<file path="src/rtl/lane_step_sched.sv">
// lane_step_sched: per-lane step scheduler for the road section.
//
// Divides the system clock into a base tick (c_BASE_DIV cycles) and, per lane, divides the
// base tick by an effective period that shrinks with the active game level. Each lane emits a
// one-cycle strobe when its period elapses. A small IDLE/RUN/PAUSED FSM gates the prescaler.
//
// Optional feature macro: LANE_SCHED_STAGGER_EN
//   When defined, reset/stop preload lane counter i with (i mod eff_i) to de-phase lanes.
//
// Ports:
//   i_Clk         system clock
//   i_Rst         synchronous active-high reset
//   i_Start       level request to leave IDLE
//   i_Pause       level freeze request
//   i_Stop        one-cycle request to return to IDLE
//   i_Level       requested level
//   i_Level_Load  strobe capturing i_Level into the pending register
//   o_Level_Ack   pulse when the pending level becomes active
//   o_Lane_Step   per-lane step strobes
//   o_Base_Tick   pulse per base tick
//   o_State       0=IDLE, 1=RUN, 2=PAUSED
module lane_step_sched #(
    parameter int unsigned NUM_LANES = 5,
    parameter int unsigned c_BASE_DIV = 340000,
    parameter int unsigned DIV_WIDTH = 19,
    parameter logic [4*NUM_LANES-1:0] c_LANE_PERIOD = {4'd3, 4'd2, 4'd4, 4'd3, 4'd2}
) (
    input  logic                 i_Clk,
    input  logic                 i_Rst,
    input  logic                 i_Start,
    input  logic                 i_Pause,
    input  logic                 i_Stop,
    input  logic [2:0]           i_Level,
    input  logic                 i_Level_Load,
    output logic                 o_Level_Ack,
    output logic [NUM_LANES-1:0] o_Lane_Step,
    output logic                 o_Base_Tick,
    output logic [1:0]           o_State
);

    typedef enum logic [1:0] {
        StIdle   = 2'd0,
        StRun    = 2'd1,
        StPaused = 2'd2
    } state_e;

    localparam logic [DIV_WIDTH-1:0] DivLast = DIV_WIDTH'(c_BASE_DIV - 1);

    state_e                      state_q, state_d;
    logic [DIV_WIDTH-1:0]        presc_q, presc_d;
    logic [NUM_LANES-1:0][3:0]   cnt_q, cnt_d;
    logic [2:0]                  level_q, level_d;
    logic [2:0]                  pend_lvl_q, pend_lvl_d;
    logic                        pend_q, pend_d;
    logic                        ack_q, ack_d;
    logic                        tick_q, tick_d;
    logic [NUM_LANES-1:0]        step_q, step_d;

    logic       tick;
    logic       pend_any;
    logic [2:0] pend_val;
    logic       apply;

    // Effective period of a lane at a given level, never below 1.
    function automatic logic [3:0] eff_period(input int lane, input logic [2:0] lvl);
        logic [3:0] p;
        p = c_LANE_PERIOD[lane*4 +: 4];
        if (p == 4'd0) p = 4'd1;
        if (p > {1'b0, lvl}) return p - {1'b0, lvl};
        return 4'd1;
    endfunction

`ifdef LANE_SCHED_STAGGER_EN
    function automatic logic [NUM_LANES-1:0][3:0] lane_init(input logic [2:0] lvl);
        logic [NUM_LANES-1:0][3:0] v;
        for (int i = 0; i < NUM_LANES; i++) begin
            v[i] = 4'(i % int'(eff_period(i, lvl)));
        end
        return v;
    endfunction
`endif

    assign tick     = (state_q == StRun) && (presc_q == DivLast);
    // A load in the same cycle is treated as already pending.
    assign pend_any = i_Level_Load | pend_q;
    assign pend_val = i_Level_Load ? i_Level : pend_lvl_q;
    // In RUN the level only switches right after a tick so that tick still sees the old level.
    assign apply    = !i_Stop && pend_any && ((state_q != StRun) || tick);

    always_comb begin
        state_d = state_q;
        unique case (state_q)
            StIdle: begin
                if (!i_Stop && !i_Pause && i_Start) state_d = StRun;
            end
            StRun: begin
                if (i_Stop) state_d = StIdle;
                else if (i_Pause) state_d = StPaused;
            end
            StPaused: begin
                if (i_Stop) state_d = StIdle;
                else if (!i_Pause) state_d = StRun;
            end
            default: state_d = StIdle;
        endcase
    end

    always_comb begin
        presc_d    = presc_q;
        cnt_d      = cnt_q;
        step_d     = '0;
        tick_d     = 1'b0;
        level_d    = level_q;
        pend_lvl_d = i_Level_Load ? i_Level : pend_lvl_q;
        pend_d     = pend_any;
        ack_d      = 1'b0;

        if (i_Stop) begin
            presc_d = '0;
            pend_d  = 1'b0;
`ifdef LANE_SCHED_STAGGER_EN
            cnt_d   = lane_init(level_q);
`else
            cnt_d   = '0;
`endif
        end else begin
            if (state_q == StRun) begin
                presc_d = tick ? '0 : presc_q + DIV_WIDTH'(1);
            end
            if (tick) begin
                tick_d = 1'b1;
                for (int i = 0; i < NUM_LANES; i++) begin
                    // >= so a counter above a freshly shortened period fires at once.
                    if (cnt_q[i] >= eff_period(i, level_q) - 4'd1) begin
                        cnt_d[i]  = 4'd0;
                        step_d[i] = 1'b1;
                    end else begin
                        cnt_d[i] = cnt_q[i] + 4'd1;
                    end
                end
            end
            if (apply) begin
                level_d = pend_val;
                pend_d  = 1'b0;
                ack_d   = 1'b1;
            end
        end
    end

    always_ff @(posedge i_Clk) begin
        if (i_Rst) begin
            state_q    <= StIdle;
            presc_q    <= '0;
`ifdef LANE_SCHED_STAGGER_EN
            cnt_q      <= lane_init(3'd0);
`else
            cnt_q      <= '0;
`endif
            level_q    <= 3'd0;
            pend_lvl_q <= 3'd0;
            pend_q     <= 1'b0;
            ack_q      <= 1'b0;
            tick_q     <= 1'b0;
            step_q     <= '0;
        end else begin
            state_q    <= state_d;
            presc_q    <= presc_d;
            cnt_q      <= cnt_d;
            level_q    <= level_d;
            pend_lvl_q <= pend_lvl_d;
            pend_q     <= pend_d;
            ack_q      <= ack_d;
            tick_q     <= tick_d;
            step_q     <= step_d;
        end
    end

    assign o_State     = state_q;
    assign o_Level_Ack = ack_q;
    assign o_Base_Tick = tick_q;
    assign o_Lane_Step = step_q;

endmodule

</file>
<file path="config.mk">
export PLATFORM = sky130hd
export DESIGN_NAME = lane_step_sched
export DESIGN_NICKNAME = d
export VERILOG_FILES = /design/src/rtl/lane_step_sched.sv
export SDC_FILE = /design/constraint.sdc
export NUM_CORES = 1
export LEC_CHECK = 0
export CAP_MARGIN = 5
export CORE_MARGIN = 2
export CORE_UTILIZATION = 35
export DETAILED_ROUTE_END_ITERATION = 10
export GPL_ROUTABILITY_DRIVEN = 0
export PLACE_DENSITY_LB_ADDON = 0.25
export SYNTH_ARGS = -nofsm -noshare
export SYNTH_HDL_FRONTEND = slang
export SYNTH_SLANG_ARGS = --single-unit
</file>
<file path="constraint.sdc">
create_clock -name i_Clk -period 3.4 [get_ports i_Clk]
set_input_delay 0.68 -clock i_Clk [delete_from_list [all_inputs] [get_ports i_Clk]]
set_output_delay 0.68 -clock i_Clk [all_outputs]
set_load 0.02 [all_outputs]
</file>
## Yosys cells after proc, flatten, opt, wreduce, memory -nomap -nowiden

Index checks and enable logic that the tools add are counted.

| word-level totals | value |
|---|---|
| register bits after elaboration | 55 |
| output and inout bits | 9 |
| logic and storage cells | 98 |

| operators by class | value |
|---|---|
| $add $sub $neg | 12 |
| order comparisons | 8 |
| eq/ne operators | 7 |
| multiplexer cells | 41 |
| bitwise gates (word level) | 3 |
| reductions and logical operators | 14 |

Operator list:

| kind | number |
|---|---|
| 2-to-1 mux 4 bit | 17 |
| adder 4 x 1 -> 4 bit (second input constant) | 5 |
| >= comparator 4 bit | 5 |
| adder 19 x 1 -> 19 bit (second input constant) | 1 |
| == test 19 bit (second input constant) | 1 |
| 2-to-1 mux 19 bit | 1 |
| 2-to-1 mux 1 bit | 16 |
| subtractor 4 x 1 -> 4 bit (second input constant) | 3 |
| 2-to-1 mux 2 bit | 5 |
| subtractor 2 x 3 -> 4 bit (first input constant) | 2 |
| greater-than comparator 2 x 3 -> 1 bit (first input constant) | 2 |
| != test 3 bit (second input constant) | 2 |
| one-hot mux 2 bit (3 select lines) | 1 |
| OR reduction 3 bit | 2 |
| logical AND 1 bit | 5 |
| subtractor 3 x 3 -> 4 bit (first input constant) | 1 |
| greater-than comparator 3 bit (first input constant) | 1 |
| 2-to-1 mux 3 bit | 1 |
| AND reduction 3 bit | 1 |
| == test 2 x 1 -> 1 bit (second input constant) | 1 |
| == test 2 bit (second input constant) | 1 |
| logical NOT 1 bit | 2 |
| logical NOT 2 bit | 1 |
| != test 2 x 1 -> 1 bit (second input constant) | 1 |
| other kinds (6) | 7 |

## Depth between registers and ports, before layout

Gate-level depths: netlist (run 1).

| logic depth | value |
|---|---|
| depth after elaboration | 10 |
| depth in mapped cells | 12 |
| gate-level depth less buffers | 11 |

## Least setup slack after synthesis (run 1)

No wires, ideal clock.

| timing | value |
|---|---|
| path type | reg2reg |
| start point | register level_q[0] |
| end point | register cnt_q[14] (netlist name) |
| library setup time | 60 ps |
| arrival time | 2499 ps |
| slack | 841 ps |
| cell stages (with the launch flop) | 12 |
| path buffers | 0 |
| clock period less this slack | 2559 ps |
| cell sequence | dfxtp_1 -> inv_1 -> ha_1 -> or3_1 -> ha_1 -> xor2_1 -> ha_1 -> or2_2 -> a21oi_1 -> a21oi_1 -> o21ai_0 -> a32o_1 |

| between the ends | value |
|---|---|
| word-level cells in the longest chain between the ends | 10 |
| elaborated cells between the ends (all ways) | 12 |
| those cells by class | add/sub: 2; order compare: 2; mux: 8 |

RTL lines:

| item | RTL line | text |
|---|---|---|
| start, declared | 52 | `logic [2:0] level_q, level_d;` |
| start signal, assigned | 169 | `level_q <= level_d;` |
| greater-than comparator 2 x 3 -> 1 bit | 69 | `if (p > {1'b0, lvl}) return p - {1'b0, lvl};` |
| 2-to-1 mux 1 bit | 69 |  |
| 2-to-1 mux 1 bit | 130 | `if (tick) begin` |
| 2-to-1 mux 1 bit | 118 | `if (i_Stop) begin` |
| 2-to-1 mux 4 bit (*) | 70 | `return 4'd1;` |
| 2-to-1 mux 4 bit (*) | 130 |  |
| 2-to-1 mux 4 bit (*) | 118 |  |
| subtractor 4 x 1 -> 4 bit (*) | 134 | `if (cnt_q[i] >= eff_period(i, level_q) - 4'd1) begin` |
| >= comparator 4 bit (*) | 134 |  |
| 2-to-1 mux 4 bit (*) | 134 |  |
| end signal, assigned | 168 | `cnt_q <= cnt_d;` |
| end, declared | 51 | `logic [NUM_LANES-1:0][3:0] cnt_q, cnt_d;` |

Every way passes the cells marked *; elsewhere a longest branch is shown, timed or not. The select of a mux whose other input is x is not followed.
A chain may end at the register's enable or synchronous reset.

## Final worst setup path (run 1)

| timing | value |
|---|---|
| start point | register level_q[0] |
| end point | register cnt_q[13] (netlist name) |

The elaborated chain is that of the path after synthesis.

==> run summary, run 1 <==
Run status: finished clean
Cells along the critical path: inv_1, ha_1, or3_1, ha_1, xor2_1, ha_1, or2_2, a21oi_1, a21o_1, nand3_1, a21oi_1
Combinational Power Share: 0.104
Placed Cells incl. Taps: 458
Crit path capture type: flip-flop
1st-iter DRT viols: 84
Fraction of registers with async set/reset: 0
Syn_nets: 383
Lkg Pwr: 1.21 nW
Synth Flop Type: dfxtp_1
Pins Over Slew Limit: 0
PostCTS Resize Cnt: 0
Area leader, netlist: dfxtp_1
Commonest non-fill, non-tap cell in the layout: dfxtp_1
CP max stage delay: 0.44 ns
Yosys Warn Count: 0
Die width: 95.1 um
Wire per inst: 12.4 um
Max-cap viol count: 0
Clock Skews: 0.0168 ns
Max VDD drop: 0.000183 V
Hold Path Class: flip-flop to flip-flop
Unrepaired setup endpoints after global routing: false
Clk sinks: 55
Internal: 853 uW
Total track usage: 0.140
Core area: 0.00813 mm^2
Die ar.: 0.00904 mm^2
Critical Path AT: 3.07 ns
Post-synth EDFFs: 0
Final Hold Fails: 0
Layout cell share with drive strength beyond 1: 0.0582
Port bufs: 17
DIE HEIGHT: 95.1 um
Root Driver: clkbuf_8
CTS tree: done
Htree depth: 2
Relative slew slack: 0.589
Sequential cell area: 0.00110 mm^2
R2R Setup Slk: 0.57 ns
Vias: 2381
Routed WL: 5770 um
PD cells: 356 mW/mm^2
Post-synthesis register bit count: 55
Fillers: 821
Mapped cell area: 0.00290 mm^2
# hold bufs at CTS: 0
Pin count of the biggest net entering global routing: 23
Row count: 33
DRT Pass-1 Iters: 4
Final core occ: 0.402
Top cells by area, synth: dfxtp_1 (38%), ha_1 (13%), nor2_1 (5.4%), xor2_1 (5.4%), nand2_1 (4.8%)
Yosys cell types: 43
Num CTS Buffers: 5
# nets final: 400
Area delta synth->final: 12.5%
Most frequent cells in the layout: dfxtp_1 (55), nor2_1 (42), nand2_1 (37)
Tot Pwr: 1.16 mW
WP data required: 3.64 ns
Syn Area/Cell: 8.47 um^2
Synth Instances: 343
Clk slew on worst S/H paths: 0.10 ns
Sw Pwr: 310 uW
Final setup viols: 0
Achievable Freq: 354 MHz
Number of vias per cell: 5.11
Final Critical Period: 2.83 ns
Worst-path fanout max: 6
Vias in the first global route: 2212
Switching share of power: 0.266
Layout Cells excl Fill: 466
Type of origin of the critical path: flip-flop
Post-detail-place hpwl: 4250 um
Clock latency on the worst-skew pair: 0.32 ns
N_diodes: 0
Number of post-CTS setup repair buffers: 0
Boundary pin count: 18
Multi-input gate area: 0.00168 mm^2
Starting Density: 0.357
Share of power burned in registers: 0.561
Initial antenna violation count: 0
Sequential fraction of the synthesis area: 0.379
First-pass GRT wire length: 10200 um
Final period util: 0.832
Grt total ovfl: 0
Clk pwr share: 0.335
Setup CP Type: flip-flop to flip-flop
Slowest CP cell: dfxtp_1
Post-route ant nets: 0
# DRC: 0
CP dominant cell by count: ha_1
Final TNS setup: 0 ns
Worst slew pin tran: 0.617 ns
CTS Buffer Depth: 2
Top cell type's share of synthesized area: 0.379
[routing by layer]
layer / up-vias / GRT usage / part of all wire
met1: 1096 / 0.185 / 0.51
met2: 35 / 0.229 / 0.45
met3: 4 / 0.0292 / 0.034
met5: - / 0 / 0
met4: 0 / 0.0423 / 0.0088
li1: 1246 / - / -
[final cells by class]
type                    instances  area share
clock buffers                   5      0.0211
clock inverters                 3     0.00842
inverters                      16      0.0184
multi-input cells             261       0.514
flip-flops and latches         55       0.337
well taps                     105      0.0402
repair buffers                 21      0.0613
[cell families (layout without fill, tap and decap cells)]
family	after synthesis	in the layout	synth area share
AOI/OAI and AO/OA	52	52	0.114
xor gates and xnor gates	20	20	0.0603
adders and majority gates	31	31	0.134
buffers and inverters	27	45	0.0427
DFF	55	55	0.379
muxes	4	4	0.0138
and+or+nand+nor	154	154	0.256
[power by group through the flow]
| stage | sequential [mW] | clock [mW] | combinational, mW |
|---|---|---|---|
| 2_1_floorplan | 0.667 | 0 | 0.0860 |
| 3_3_place_gp | 0.667 | 0 | 0.120 |
| 3_5_place_dp | 0.667 | 0 | 0.121 |
| 4_1_cts | 0.652 | 0.410 | 0.122 |
| 5_1_grt | 0.653 | 0.435 | 0.139 |
| 6_report | 0.652 | 0.389 | 0.121 |
[cell usage after synthesis, drive strengths merged (3+ instances only)]
cell and n:
nor2 43, buf 5, o2bb2ai 3, xor2 18
or2 3, nor3 16, clkbuf 6, mux2i 4
nand4 9, o32ai 3, a21oi 23, nor3b 4
ha 31, and3 3, nand2b 3, dfxtp 55
nand3 20, or3 7, nand2 37, inv 16
o21ai 9, a32o 3
[sequential cells by signal (all words and copies together), names as in the netlist]
register	cells
o_Lane_Step	5
level_q	3
pend_q	1
o_Level_Ack	1
cnt_q	20
presc_q	19
o_Base_Tick	1
o_State	2
pend_lvl_q	3
[worst max-delay path: cells and delay by family, from the launching register on]
kind                       cells  cell delay, ns
buffers and inverters          1            0.09
xor gates and xnor gates       1            0.21
AOI/OAI and AO/OA              3            0.51
DFF                            1            0.44
adders and majority gates      3            0.81
and+or+nand+nor                3            0.69
[per-stage QoR]
| stage | setup WS [ns] | instance area, um^2 | hold slack (ns) |
|---|---|---|---|
| 6_report | 0.571 | 3270 | 0.496 |
| 5_1_grt | 0.370 | 3270 | 0.524 |
| 4_1_cts | 0.573 | 3270 | 0.497 |
| 3_5_place_dp | 0.613 | 3170 | 0.482 |
| 3_3_place_gp | 0.678 | 3170 | 0.466 |
| 2_1_floorplan | 0.841 | 2900 | 0.448 |
[path summary, 6_finish.rpt]
path / start / to / cells after the start
max reg2reg: level_q[0]$_SDFFE_PP0P_ / cnt_q[13]$_SDFFE_PP0P_ / 11
min: cnt_q[0]$_SDFFE_PP0P_ / cnt_q[0]$_SDFFE_PP0P_ / 2
min reg2reg: cnt_q[0]$_SDFFE_PP0P_ / cnt_q[0]$_SDFFE_PP0P_ / 2
max: level_q[0]$_SDFFE_PP0P_ / cnt_q[13]$_SDFFE_PP0P_ / 11
Note: power is estimated with default switching activity, not from simulation.
==> run 2, diff against run 1 <==
Clock period 3.4 ns to 2.4 ns, I/O delays scaled along.
==> run 2 against run 1 <==
- the run now ends with negative setup slack left
- final area up 12%
- sequential power up 42%
- worst setup slack worse by 0.64 ns
- total power up 52%
- utilization up 5.0 points
- die area unchanged
- largest cell class unchanged
==> run summary, run 2 (synthesis gave the netlist of run 1 again) <==
Run status: finished, violations left
Failing checks: negative setup slack
Most frequent cells in the layout: dfxtp_1 (53), nor2_1 (41), nand2_1 (37)
Worst-path fanout max: 4
Area delta synth->final: 26.4%
Final Hold Fails: 0
Port bufs: 17
Final period util: 1.03
1st-iter DRT viols: 63
Max VDD drop: 0.000312 V
Boundary pin count: 18
Clk sinks: 55
Worst slew pin tran: 0.559 ns
Die ar.: 0.00904 mm^2
Layout cell share with drive strength beyond 1: 0.202
Row count: 33
Initial antenna violation count: 0
CTS tree: done
Core area: 0.00813 mm^2
DRT Pass-1 Iters: 6
Clk pwr share: 0.324
Hold Path Class: flip-flop to flip-flop
WP data required: 2.65 ns
Clk slew on worst S/H paths: 0.10 ns
Routed WL: 6210 um
Wire per inst: 12.7 um
Clock latency on the worst-skew pair: 0.31 ns
DP Worst Slack: -0.105 ns
Commonest non-fill, non-tap cell in the layout: dfxtp_1
Relative slew slack: 0.627
Post-route ant nets: 0
# DRC: 0
Lkg Pwr: 1.34 nW
Vias in the first global route: 2370
Largest register FFs: 20
Number of vias per cell: 5.05
First-pass GRT wire length: 10500 um
Worst-case reg-to-reg path depth: 11
Post-place instance area: 0.00329 mm^2
Htree depth: 2
Max-cap viol count: 0
Total track usage: 0.146
Post-route cell area: 0.00367 mm^2
N_diodes: 0
Internal: 1.32 mW
Vias: 2458
Placed Cells incl. Taps: 472
Root Driver: clkbuf_8
Pin count of the biggest net entering global routing: 19
Die width: 95.1 um
PD cells: 481 mW/mm^2
Hold Crit Depth: 2
# hold bufs at CTS: 0
Starting Density: 0.357
Crit path capture type: flip-flop
Achievable Freq: 406 MHz
Num CTS Buffers: 5
Pins Over Slew Limit: 0
Final Critical Period: 2.46 ns
# nets final: 421
Switching share of power: 0.252
Final TNS setup: -0.232 ns
Final core occ: 0.451
Layout Cells excl Fill: 487
DIE HEIGHT: 95.1 um
Critical Path AT: 2.71 ns
Sw Pwr: 444 uW
Clock Skews: 0.00875 ns
Largest Register: cnt_q
Grt total ovfl: 0
Worst Slack Setup Final: -0.0648 ns
Combinational Power Share: 0.153
Post-detail-place hpwl: 4300 um
Final setup viols: 5
Setup CP Type: flip-flop to flip-flop
CTS Buffer Depth: 2
Share of power burned in registers: 0.523
Unrepaired setup endpoints after global routing: true
Type of origin of the critical path: flip-flop
[run 2: worst paths after layout]
path                                               from                endpoint  slack, ns
worst max-delay path            level_q[1]$_SDFFE_PP0P_  cnt_q[13]$_SDFFE_PP0P_      -0.06
worst min-delay path             cnt_q[11]$_SDFFE_PP0P_  cnt_q[11]$_SDFFE_PP0P_       0.49
worst max register to register  level_q[1]$_SDFFE_PP0P_  cnt_q[13]$_SDFFE_PP0P_      -0.06
worst min register to register   cnt_q[11]$_SDFFE_PP0P_  cnt_q[11]$_SDFFE_PP0P_       0.49
[run 2: area by class of cell]
| cell class | count | area (um^2) |
|---|---|---|
| Clock inverter | 1 | 7.51 |
| Clock buffer | 7 | 96.3 |
| Timing Repair Buffer | 42 | 358 |
| Multi-Input combinational cell | 261 | 1910 |
| Inverter | 16 | 62.6 |
| Tap cell | 105 | 131 |
| Sequential cell | 55 | 1110 |
| Fill cell | 768 | 4460 |
[run 2: metal layers]
metal	wire length [um]	global-route usage	vias to the layer above
met4	75	0.0531	0
met3	118	0.0308	4
met2	2940	0.243	20
met5	0	0	-
met1	3070	0.185	1158
li1	-	-	1276
[run 2: repair_timing]
action                     in CTS  in global routing
pin swaps                      10                 22
setup buffers                   2                  5
gates resized for setup         7                 39
setup endpoints to repair      11                 22
[run 2: through the flow]
step,hold WS [ns],power (mW)
2_1_floorplan,0.448,1.07
3_3_place_gp,0.472,1.14
3_5_place_dp,0.473,1.14
4_1_cts,0.488,1.73
5_1_grt,0.519,1.86
6_report,0.486,1.76
[run 2: worst max-delay path, stage by stage (launching register included)]
cell	delay [ns]
dfxtp_2	0.35
inv_2	0.05
ha_4	0.23
or3_4	0.34
ha_4	0.17
xor2_2	0.17
ha_1	0.27
or2_4	0.24
a21oi_4	0.15
a21o_1	0.20
nand3_1	0.10
a21oi_1	0.14
[run 2: power groups by stage]
stage          clock network, mW  logic, mW  registers (mW)
2_1_floorplan                  0      0.126           0.946
3_3_place_gp                   0      0.196           0.944
3_5_place_dp                   0      0.198           0.944
4_1_cts                    0.596      0.214           0.924
5_1_grt                    0.632      0.301           0.925
6_report                   0.571      0.270           0.923
==> run 3, diff against run 2 <==
Clock period 2.4 ns to 2 ns, I/O delays scaled along.
==> run 3 against run 2 <==
- total power grew 32%
- worst hold slack gained 0.0051 ns
- global-route usage grew 0.91 points
- via count grew 3.5%
- count of clock-buffer cells in the layout shrank 1
- highest routed layer unchanged
- the run still ends with negative setup slack left
- clock power grew 51%
==> run summary, run 3 (synthesis gave the netlist of run 1 again) <==
Crit path capture type: flip-flop
Initial antenna violation count: 0
CTS Buffer Depth: 2
Failing checks: negative setup slack
CP max stage delay: 0.36 ns
# nets final: 430
Pin count of the biggest net entering global routing: 18
Final Critical Period: 2.45 ns
Post-detail-place hpwl: 4500 um
Die width: 95.1 um
Final TNS setup: -7.20 ns
Die ar.: 0.00904 mm^2
Root Driver: clkbuf_8
Max VDD drop: 0.000284 V
Lkg Pwr: 1.43 nW
Achievable Freq: 408 MHz
N_diodes: 0
Layout cell share with drive strength beyond 1: 0.279
# DRC: 0
Critical Path AT: 2.66 ns
Number of vias per cell: 5.13
Num CTS Buffers: 5
Most frequent cells in the layout: dfxtp_1 (53), nor2_1 (40), nand2_1 (36)
WP data required: 2.21 ns
DRT Pass-1 Iters: 4
Clk slew on worst S/H paths: 0.10 ns
Max-cap viol count: 0
Worst-path fanout max: 4
Htree depth: 2
PD cells: 592 mW/mm^2
Wire per inst: 13.5 um
Setup CP Type: flip-flop to flip-flop
Area delta synth->final: 35.6%
Total track usage: 0.155
Final Hold Fails: 0
Grt total ovfl: 0
Clock latency on the worst-skew pair: 0.31 ns
Vias in the first global route: 2399
Commonest non-fill, non-tap cell in the layout: dfxtp_1
First-pass GRT wire length: 11000 um
Largest register FFs: 20
Run status: finished, violations left
Cells along the critical path: inv_2, ha_4, or3_4, ha_4, xor2_2, ha_1, or2_4, a21oi_4, a21o_1, buf_4, buf_4, nor2_1
Vias: 2544
Type of origin of the critical path: flip-flop
Relative slew slack: 0.650
Final period util: 1.23
Boundary pin count: 18
Routed WL: 6680 um
Tot Pwr: 2.33 mW
Starting Density: 0.357
CTS tree: done
Clock Skews: 0.00718 ns
Core area: 0.00813 mm^2
Final setup viols: 25
Worst slew pin tran: 0.521 ns
Post-route ant nets: 0
Port bufs: 17
Pins Over Slew Limit: 0
Slowest CP cell: dfxtp_2
1st-iter DRT viols: 104
Hold Path Class: flip-flop to flip-flop
Worst Slack Setup Final: -0.454 ns
DIE HEIGHT: 95.1 um
Row count: 33
Clk sinks: 55
Unrepaired setup endpoints after global routing: true
Largest Register: cnt_q
run 3: cell types whose count changed in the layout (fill, tap and decap cells not counted), sizes merged:
cell,delta
clkbuf,-1
buf,+9
bufinv,+2
clkinvlp,-1
run 3: routing by layer:
layer  track usage  part of all wire  vias up
li1              -                 -     1298
met1         0.205              0.48     1189
met2         0.248              0.47       46
met3        0.0277             0.035       11
met4        0.0628             0.014        0
met5             0                 0        -
run 3: area by class of cell:
type | count | area, um^2
Fill cell | 753 | 4200
Timing Repair Buffer | 51 | 462
Tap cell | 105 | 131
Multi-Input combinational cell | 261 | 2050
Clock buffer | 6 | 72.6
Sequential cell | 55 | 1100
Inverter | 16 | 60.1
Clock inverter | 2 | 60.1
run 3: power by group:
| group | leakage [nW] | switching (mW) | total, mW | internal (mW) |
|---|---|---|---|---|
| registers | 0.445 | 0.00467 | 1.11 | 1.10 |
| logic | 0.918 | 0.178 | 0.364 | 0.186 |
| clock network | 0.0654 | 0.361 | 0.861 | 0.500 |
| total | 1.43 | 0.543 | 2.33 | 1.79 |
run 3: repair_timing:
action | CTS | global route
cloned | 0 | 0
hold endpoints to repair | 0 | 0
hold buffers | 0 | 0
pin swaps | 31 | 32
setup buffers | 3 | 3
resized for setup | 37 | 33
endpoints found under the setup margin | 25 | 26
run 3: stage by stage:
step                      instance area [um^2]  cells  hold slack (ns)   util  worst slack, ns
after detailed placement                  3430    482            0.480  0.421           -0.432
final                                     3940    496            0.491  0.484           -0.454
after floorplan                           2960    343            0.448      -           -0.335
after global routing                      3940    496            0.527  0.484           -0.556
after global placement                    3430    482            0.468  0.421           -0.397
after CTS                                 3760    493            0.496  0.462           -0.402
run 3: worst paths after layout:
path,start,end,slack (ns),depth (start not counted)
min,cnt_q[15]$_SDFFE_PP0P_,cnt_q[15]$_SDFFE_PP0P_,0.49,2
max,level_q[1]$_SDFFE_PP0P_,o_Lane_Step[3]$_SDFF_PP0_,-0.45,12
max reg2reg,level_q[1]$_SDFFE_PP0P_,o_Lane_Step[3]$_SDFF_PP0_,-0.45,12
min reg2reg,cnt_q[15]$_SDFFE_PP0P_,cnt_q[15]$_SDFFE_PP0P_,0.49,2
run 3: critical path, delay by kind of cell, from the launching register on:
kind	cells	cell delay, ns
xor gates and xnor gates	1	0.14
DFF	1	0.36
adders and majority gates	3	0.68
and+or+nand+nor	3	0.61
buffers and inverters	3	0.27
AOI/OAI and AO/OA	2	0.30
